File: config.mk
export PLATFORM = sky130hd
export DESIGN_NAME = trng_health_monitor
export DESIGN_NICKNAME = d
export VERILOG_FILES = /design/src/rtl/trng_pkg.sv /design/src/rtl/trng_apt_window.sv /design/src/rtl/trng_health_monitor.sv
export SDC_FILE = /design/constraint.sdc
export NUM_CORES = 1
export LEC_CHECK = 0
export CELL_PAD_IN_SITES_DETAIL_PLACEMENT = 0
export CELL_PAD_IN_SITES_GLOBAL_PLACEMENT = 2
export CORE_MARGIN = 1
export CORE_UTILIZATION = 40
export CTS_CLUSTER_DIAMETER = 150
export DETAILED_ROUTE_END_ITERATION = 8
export MAX_ROUTING_LAYER = met4
export PLACE_DENSITY = 0.89
export SETUP_SLACK_MARGIN = 0.5
export SLEW_MARGIN = 20
export SYNTH_ARGS = -nofsm -noshare
export SYNTH_HDL_FRONTEND = slang
export SYNTH_SLANG_ARGS = --single-unit
File: constraint.sdc
create_clock -name clk -period 5.77 [get_ports clk]
set_clock_uncertainty 0.15 [all_clocks]
set_input_delay 1.731 -clock clk [delete_from_list [all_inputs] [get_ports clk]]
set_output_delay 1.731 -clock clk [all_outputs]
set_load 0.1 [all_outputs]
File: src/rtl/trng_pkg.sv
// trng_pkg: shared state encoding and default parameters for the TRNG health monitor
package trng_pkg;
   typedef enum logic [1:0] {
      ST_STARTUP = 2'b00,
      ST_RUN     = 2'b01,
      ST_FAIL    = 2'b10
   } state_t;
   localparam int DEF_WIDTH           = 8;
   localparam int DEF_RCT_CUTOFF      = 4;
   localparam int DEF_APT_WINDOW      = 512;
   localparam int DEF_APT_CUTOFF      = 13;
   localparam int DEF_STARTUP_SAMPLES = 1024;
endpackage

File: src/rtl/trng_apt_window.sv
// trng_apt_window: adaptive proportion test over fixed windows, flags the sample that reaches the cutoff
module trng_apt_window import trng_pkg::*; #(
   parameter int WIDTH      = DEF_WIDTH,
   parameter int APT_WINDOW = DEF_APT_WINDOW,
   parameter int APT_CUTOFF = DEF_APT_CUTOFF
) (
   input  logic             clk,
   input  logic             reset,
   input  logic             sync_clear,
   input  logic             en,
   input  logic [WIDTH-1:0] sample,
   output logic             apt_hit_fail
);
   localparam int IW = $clog2(APT_WINDOW);
   localparam int CW = $clog2(APT_CUTOFF + 1);
   logic [IW-1:0]    idx;
   logic [CW-1:0]    acnt, acnt_nxt;
   logic [WIDTH-1:0] ref_val;
   assign acnt_nxt = idx == '0 ? CW'(1) :
                     (sample == ref_val && acnt != CW'(APT_CUTOFF)) ? acnt + 1'b1 : acnt;
   assign apt_hit_fail = en && acnt_nxt == CW'(APT_CUTOFF);
   // power-of-two window: the index wraps naturally after the last sample
   always_ff @(posedge clk or posedge reset) begin
      if (reset) begin
         idx     <= '0;
         acnt    <= '0;
         ref_val <= '0;
      end else if (sync_clear) begin
         idx     <= '0;
         acnt    <= '0;
         ref_val <= '0;
      end else if (en) begin
         if (idx == '0) ref_val <= sample;
         acnt <= acnt_nxt;
         idx  <= idx + 1'b1;
      end
   end
endmodule

File: src/rtl/trng_health_monitor.sv
// trng_health_monitor: RCT/APT health tests with startup gating, sticky alarms and filtered forwarding
module trng_health_monitor import trng_pkg::*; #(
   parameter int WIDTH           = DEF_WIDTH,
   parameter int RCT_CUTOFF      = DEF_RCT_CUTOFF,
   parameter int APT_WINDOW      = DEF_APT_WINDOW,
   parameter int APT_CUTOFF      = DEF_APT_CUTOFF,
   parameter int STARTUP_SAMPLES = DEF_STARTUP_SAMPLES
) (
   input  logic             clk,
   input  logic             reset,
   input  logic [WIDTH-1:0] sample_in,
   input  logic             sample_valid,
   input  logic             clear_fail,
   output logic [WIDTH-1:0] ent_data,
   output logic             ent_valid,
   output logic             healthy,
   output logic             rct_fail,
   output logic             apt_fail,
   output logic [1:0]       state
);
   localparam int RW = $clog2(RCT_CUTOFF + 1);
   localparam int SW = $clog2(STARTUP_SAMPLES + 1);
   state_t           st, st_nxt;
   logic [WIDTH-1:0] last;
   logic             have_last;
   logic [RW-1:0]    rcnt, rcnt_nxt;
   logic [SW-1:0]    scnt;
   logic             acc, clr, rct_hit, apt_hit, hit, fwd;
   assign acc      = sample_valid && st != ST_FAIL;
   assign clr      = clear_fail && st == ST_FAIL;
   assign rcnt_nxt = (have_last && sample_in == last) ?
                     (rcnt == RW'(RCT_CUTOFF) ? rcnt : rcnt + 1'b1) : RW'(1);
   assign rct_hit  = acc && rcnt_nxt == RW'(RCT_CUTOFF);
   assign hit      = rct_hit || apt_hit;
   assign fwd      = acc && !hit && st == ST_RUN;
   assign healthy  = st == ST_RUN;
   assign state    = st;
   trng_apt_window #(
      .WIDTH      (WIDTH),
      .APT_WINDOW (APT_WINDOW),
      .APT_CUTOFF (APT_CUTOFF)
   ) u_apt (
      .clk          (clk),
      .reset        (reset),
      .sync_clear   (clr),
      .en           (acc),
      .sample       (sample_in),
      .apt_hit_fail (apt_hit)
   );
   always_comb begin
      st_nxt = clr ? ST_STARTUP :
               !acc ? st :
               hit ? ST_FAIL :
               (st == ST_STARTUP && scnt == SW'(STARTUP_SAMPLES - 1)) ? ST_RUN : st;
   end
   always_ff @(posedge clk or posedge reset) begin
      if (reset) st <= ST_STARTUP;
      else st <= st_nxt;
   end
   // in FAIL nothing is accepted, so every test register stays frozen until clear
   always_ff @(posedge clk or posedge reset) begin
      if (reset) begin
         ent_data  <= '0;
         ent_valid <= 1'b0;
         rct_fail  <= 1'b0;
         apt_fail  <= 1'b0;
         last      <= '0;
         have_last <= 1'b0;
         rcnt      <= '0;
         scnt      <= '0;
      end else begin
         ent_valid <= fwd;
         if (fwd) ent_data <= sample_in;
         if (clr) begin
            rct_fail  <= 1'b0;
            apt_fail  <= 1'b0;
            have_last <= 1'b0;
            rcnt      <= '0;
            scnt      <= '0;
         end else if (acc) begin
            rct_fail  <= rct_fail | rct_hit;
            apt_fail  <= apt_fail | apt_hit;
            have_last <= 1'b1;
            last      <= sample_in;
            rcnt      <= rcnt_nxt;
            if (st == ST_STARTUP) scnt <= scnt + 1'b1;
         end
      end
   end
endmodule

* Yosys cells after proc, flatten, opt, wreduce, memory -nomap -nowiden
Cells that the tools add are included.
Operators by class: add/sub/neg operators 4, eq/ne operators 10, multiplexer cells 26, bitwise operators 3, reduce and logical (&&, ||, !) cells 21
Operators with widths (number):
- $mux W11 | 3
- $mux W8 | 3
- $mux W9 | 2
- $eq A8 B8 Y1 | 2
- $mux W4 | 4
- $mux W3 | 4
- $add A11 B1 Y11 const B | 1
- $eq A11 B10 Y1 const B | 1
- $add A9 B1 Y9 const B | 1
- $logic_and A1 B1 Y1 | 9
- $logic_not A9 Y1 | 1
- $mux W2 | 4
- $reduce_and A2 Y1 | 4
- $eq A3 B3 Y1 const B | 2
- $mux W1 | 6
- $reduce_bool A2 Y1 | 3
- $add A4 B1 Y4 const B | 1
- $eq A4 B4 Y1 const B | 1
- $ne A4 B4 Y1 const B | 1
- $add A3 B1 Y3 const B | 1
- $reduce_bool A3 Y1 | 1
- $eq A2 B1 Y1 const B | 1
- $eq A2 B2 Y1 const B | 1
- $logic_not A2 Y1 | 1
- other kinds (5) | 6
Storage, ports and cells: register bits after elaboration 57, word-level logic and storage cells 76

* Logic depth before layout (Yosys ltp)
depth in word-level cells 10, depth in mapped cells 8, mapped depth without buffers 8

* By module
A second synthesis with hierarchy kept.
Unflattened totals: cells, all modules 282, area total of the unflattened synthesis 2940.3 um^2
By module, submodules not included:
- trng_health_monitor | instances 1, cells an instance 161, area each 1740.4 um^2
- trng_apt_window | instances 1, cells an instance 121, area each 1199.9 um^2

* Worst setup path after synthesis
OpenSTA, ideal clock, no wires.
path type reg2out, start point register st[0] (netlist: state[0]), end point output healthy, data arrival time 2500 ps, required time 3889 ps, slack 1389 ps, stages on the path, launching flop included 3, path buffers 0, cell sequence dfrtp_1 inv_2 nor2_1
Between the ends: longest elaborated chain between the ends 1
RTL lines:
- start: declaration | RTL line trng_health_monitor.sv:23 | state_t st, st_nxt;
- start signal: assignment | RTL line trng_health_monitor.sv:58 | else st <= st_nxt;
- $eq A2 B1 Y1 | RTL line trng_health_monitor.sv:36 | assign healthy = st == ST_RUN;
- end: declaration | RTL line trng_health_monitor.sv:16 | output logic healthy,
No other way between the ends.

* Worst setup path in the final report
Ends and elaborated chain as after synthesis.

==> flow_summary.toml <==
[final_layout]
drive_gt1_frac = 0.115
nNetsFinal = 337
n_antenna_cell = 0
syn_to_final_growth_pct = 20.6
final_cell_area_um2 = 3460

[timing]
tightest_slew_ps = 974
fin_crit_ps = 4130
fin_crit_sh = 0.715
setup_tns_ps = 0
fmax_mhz = 242
setup_viol = 0
rsz0062_at_grt = "no"
slew_violations = 0
hold_violations = 0
slew_headroom = 0.349

[critical_path]
crit_path_top_delay_cell = "clkdlybuf4s50_1"
required_ps = 3890
cp-endpoint = "healthy"
crit_family = "buffers and inverters"
critPathKind = "flip-flop to output port"
r2r_slack_ps = 3100
r2r_cells = 8
crit_path_end_kind = "output port"
cp_max_fo = 7
path_cells = "inv_2, nor2_1, clkdlybuf4s50_1"
crit_path_max_incr_delay_ps = 1140
rr_startpoint = "rcnt[0]$_DFFE_PP0P_"
critical_path_depth = 3
crit_buf_inv = 2
critPathLaunchType = "flip-flop"
crit_arrival_ps = 2250
reg2reg_to = "ent_data[4]$_DFFE_PP0P_"
crit_path_start = "state[0]$_DFFE_PP0P_"

[power_and_ir_drop]
power_density_nw_per_um2 = 341
vdd_ir_drop_max_uv = 155
p_leak_nw = 1.57

[placement]
place_hpwl_um = 4210
io_buffers = 25
detailed_place.area_um2 = 3230
place_congestion = 0.787

[drt]
wl_met2_um = 2690
route.met3.wl_um = 179
num_vias = 2134
met1_length_um = 2920
antenna_left = 0
highest_layer = "met4"
wl_um = 5930
firstDrtPassIters = 4
wl_per_cell_um = 14.2
drt_iter0_drc = 82
drc_errors = 0
vias_per_cell = 5.11

[clocking]
cts_root_buffer = "clkbuf_8"
post-cts-setup-buffers = 0
htree_num_levels = 3
ctsResizeCount = 0
cts_tree = "built"
clock_sinks = 57
cts.clk_slew.worst_paths_ps = 70
numCtsBuffers = 9
clk_latency_ps = 340
holdBufCountCts = 0
clk_path_buf_depth = 2

[synth]
mappedNetlistArea_um2 = 2870
synthCells = 285
ys.warnings.count = 0
yosysTopAreaCell = "dfrtp_1"
ys_types = 39
synth_area_leaders = "dfrtp_1 50%, xnor2_1 6.1%, nand2_1 5.5%, nor2_1 3.5%, nand3_1 3.1%"
syn_area_per_cell_um2 = 10.1
synthArstFlopShare = 1.00
seq_area_frac_synth = 0.498
yosys_register_bits = 57
synthFlopType = "dfrtp_1"
synth_edf_count = 0
synth.net_count = 304
synth_top_area_frac = 0.498

[die]
initial_core_util = 0.417
core_um2 = 6870
ioPinCount = 26
dieArea_um2 = 7510
rows = 30
die_x_um = 86.7
die_y_um = 86.7

[min_path]
hp-class = "flip-flop to flip-flop"

[global_route]
grt_pass1_vias = 2140
grt_use_total = 0.188
grt_pass1_wl_um = 10300
grt_max_degree = 36
gr-total-overflow = 0
antenna_found_initial = 0

[run_status]
status = "complete, no violations"

[job]
drv_cap = 0
==> layer usage <==
| layer | vias to the layer above | GRT usage |
|---|---|---|
| li1 | 1043 | - |
| met1 | 1041 | 0.248 |
| met2 | 36 | 0.275 |
| met3 | 14 | 0.0352 |
| met4 | 0 | 0.0985 |
| met5 | - | - |
==> logic make-up after synthesis <==
logic type	Yosys count	synth area share
buf+inv	22	0.0314
simple gates	120	0.213
compound gates	32	0.0694
flops	57	0.498
xor+xnor	30	0.0917
mux	17	0.0663
fa+ha+maj	7	0.0306
==> cell usage after synthesis, types with 3 or more instances <==
library cell  instances
a21oi_1               8
a22o_1                3
clkbuf_1              5
dfrtp_1              57
ha_1                  7
inv_1                15
mux2_2                8
mux2i_1               7
nand2_1              42
nand3_1              18
nand4_1              10
nor2_1               27
nor3_1                6
nor3b_1               3
o21ai_0              13
xnor2_1              20
xor2_1               10
==> sequential cells by signal (all words and copies together), names as in the netlist <==
| name | flops |
|---|---|
| ent_valid | 1 |
| ent_data | 8 |
| scnt | 11 |
| have_last | 1 |
| state | 2 |
| u_apt.acnt | 4 |
| u_apt.idx | 9 |
| last | 8 |
| rct_fail | 1 |
| apt_fail | 1 |
| u_apt.ref_val | 8 |
| rcnt | 3 |
==> metrics by stage <==
step	util	power, W	hold WS, ps	cells	worst slack (ps)
floorplan	-	0.000700	300	285	1390
global placement	0.470	0.000756	329	403	1560
detailed placement	0.470	0.000760	329	403	1480
CTS	0.503	0.00120	345	418	1640
global route	0.503	0.00125	378	418	1560
finish	0.503	0.00118	348	418	1640
==> final cells by class <==
type | count | area (um2)
Clock inverter | 2 | 60.1
Fill cell | 671 | 3410
Timing Repair Buffer | 28 | 273
Inverter | 16 | 60.1
Clock buffer | 13 | 169
Sequential cell | 57 | 1430
Tap cell | 96 | 120
Multi-Input combinational cell | 206 | 1350
==> report_power, final <==
| group | internal (W) | total, W | switching [W] |
|---|---|---|---|
| logic | 0.000101 | 0.000211 | 0.000110 |
| registers | 0.000470 | 0.000539 | 0.0000683 |
| clock network | 0.000276 | 0.000431 | 0.000155 |
| total | 0.000847 | 0.00118 | 0.000333 |
==> worst register-to-register path, stage by stage (launching register included) <==
cell     delay (ps)
dfrtp_1         410
inv_1           100
ha_1            240
nor3b_1         190
a21oi_1          60
mux2_2          270
or4_4           560
nand4_4         210
mux2_2          360
==> how the worst min path moves through the flow <==
stage | cells past startpoint | slack, ps | to | start
final | 1 | 350 | scnt[10]$_DFFE_PP0P_ | scnt[10]$_DFFE_PP0P_
after global routing | 1 | 380 | ent_data[7]$_DFFE_PP0P_ | ent_data[7]$_DFFE_PP0P_
after CTS | 1 | 340 | scnt[10]$_DFFE_PP0P_ | scnt[10]$_DFFE_PP0P_
after detailed placement | 1 | 330 | scnt[10]$_DFFE_PP0P_ | scnt[10]$_DFFE_PP0P_
after global placement | 1 | 330 | scnt[10]$_DFFE_PP0P_ | scnt[10]$_DFFE_PP0P_
after floorplan | 1 | 300 | scnt[10]$_DFFE_PP0P_ | scnt[10]$_DFFE_PP0P_
==> placed cells by master, fill, tap and decap left out, types with 6 or more instances in the layout <==
cell	synthesis	routed
inv_1	15	14
xnor2_1	20	20
clkdlybuf4s50_1	0	25
ha_1	7	7
nand3_1	18	18
dfrtp_1	57	57
nand4_1	10	10
o21ai_0	13	13
mux2i_1	7	7
nor3_1	6	6
clkbuf_8	0	12
mux2_2	8	8
nor2_1	27	27
xor2_1	10	10
nand2_1	42	42
a21oi_1	8	8
Power figures use the tool's default switching activity.
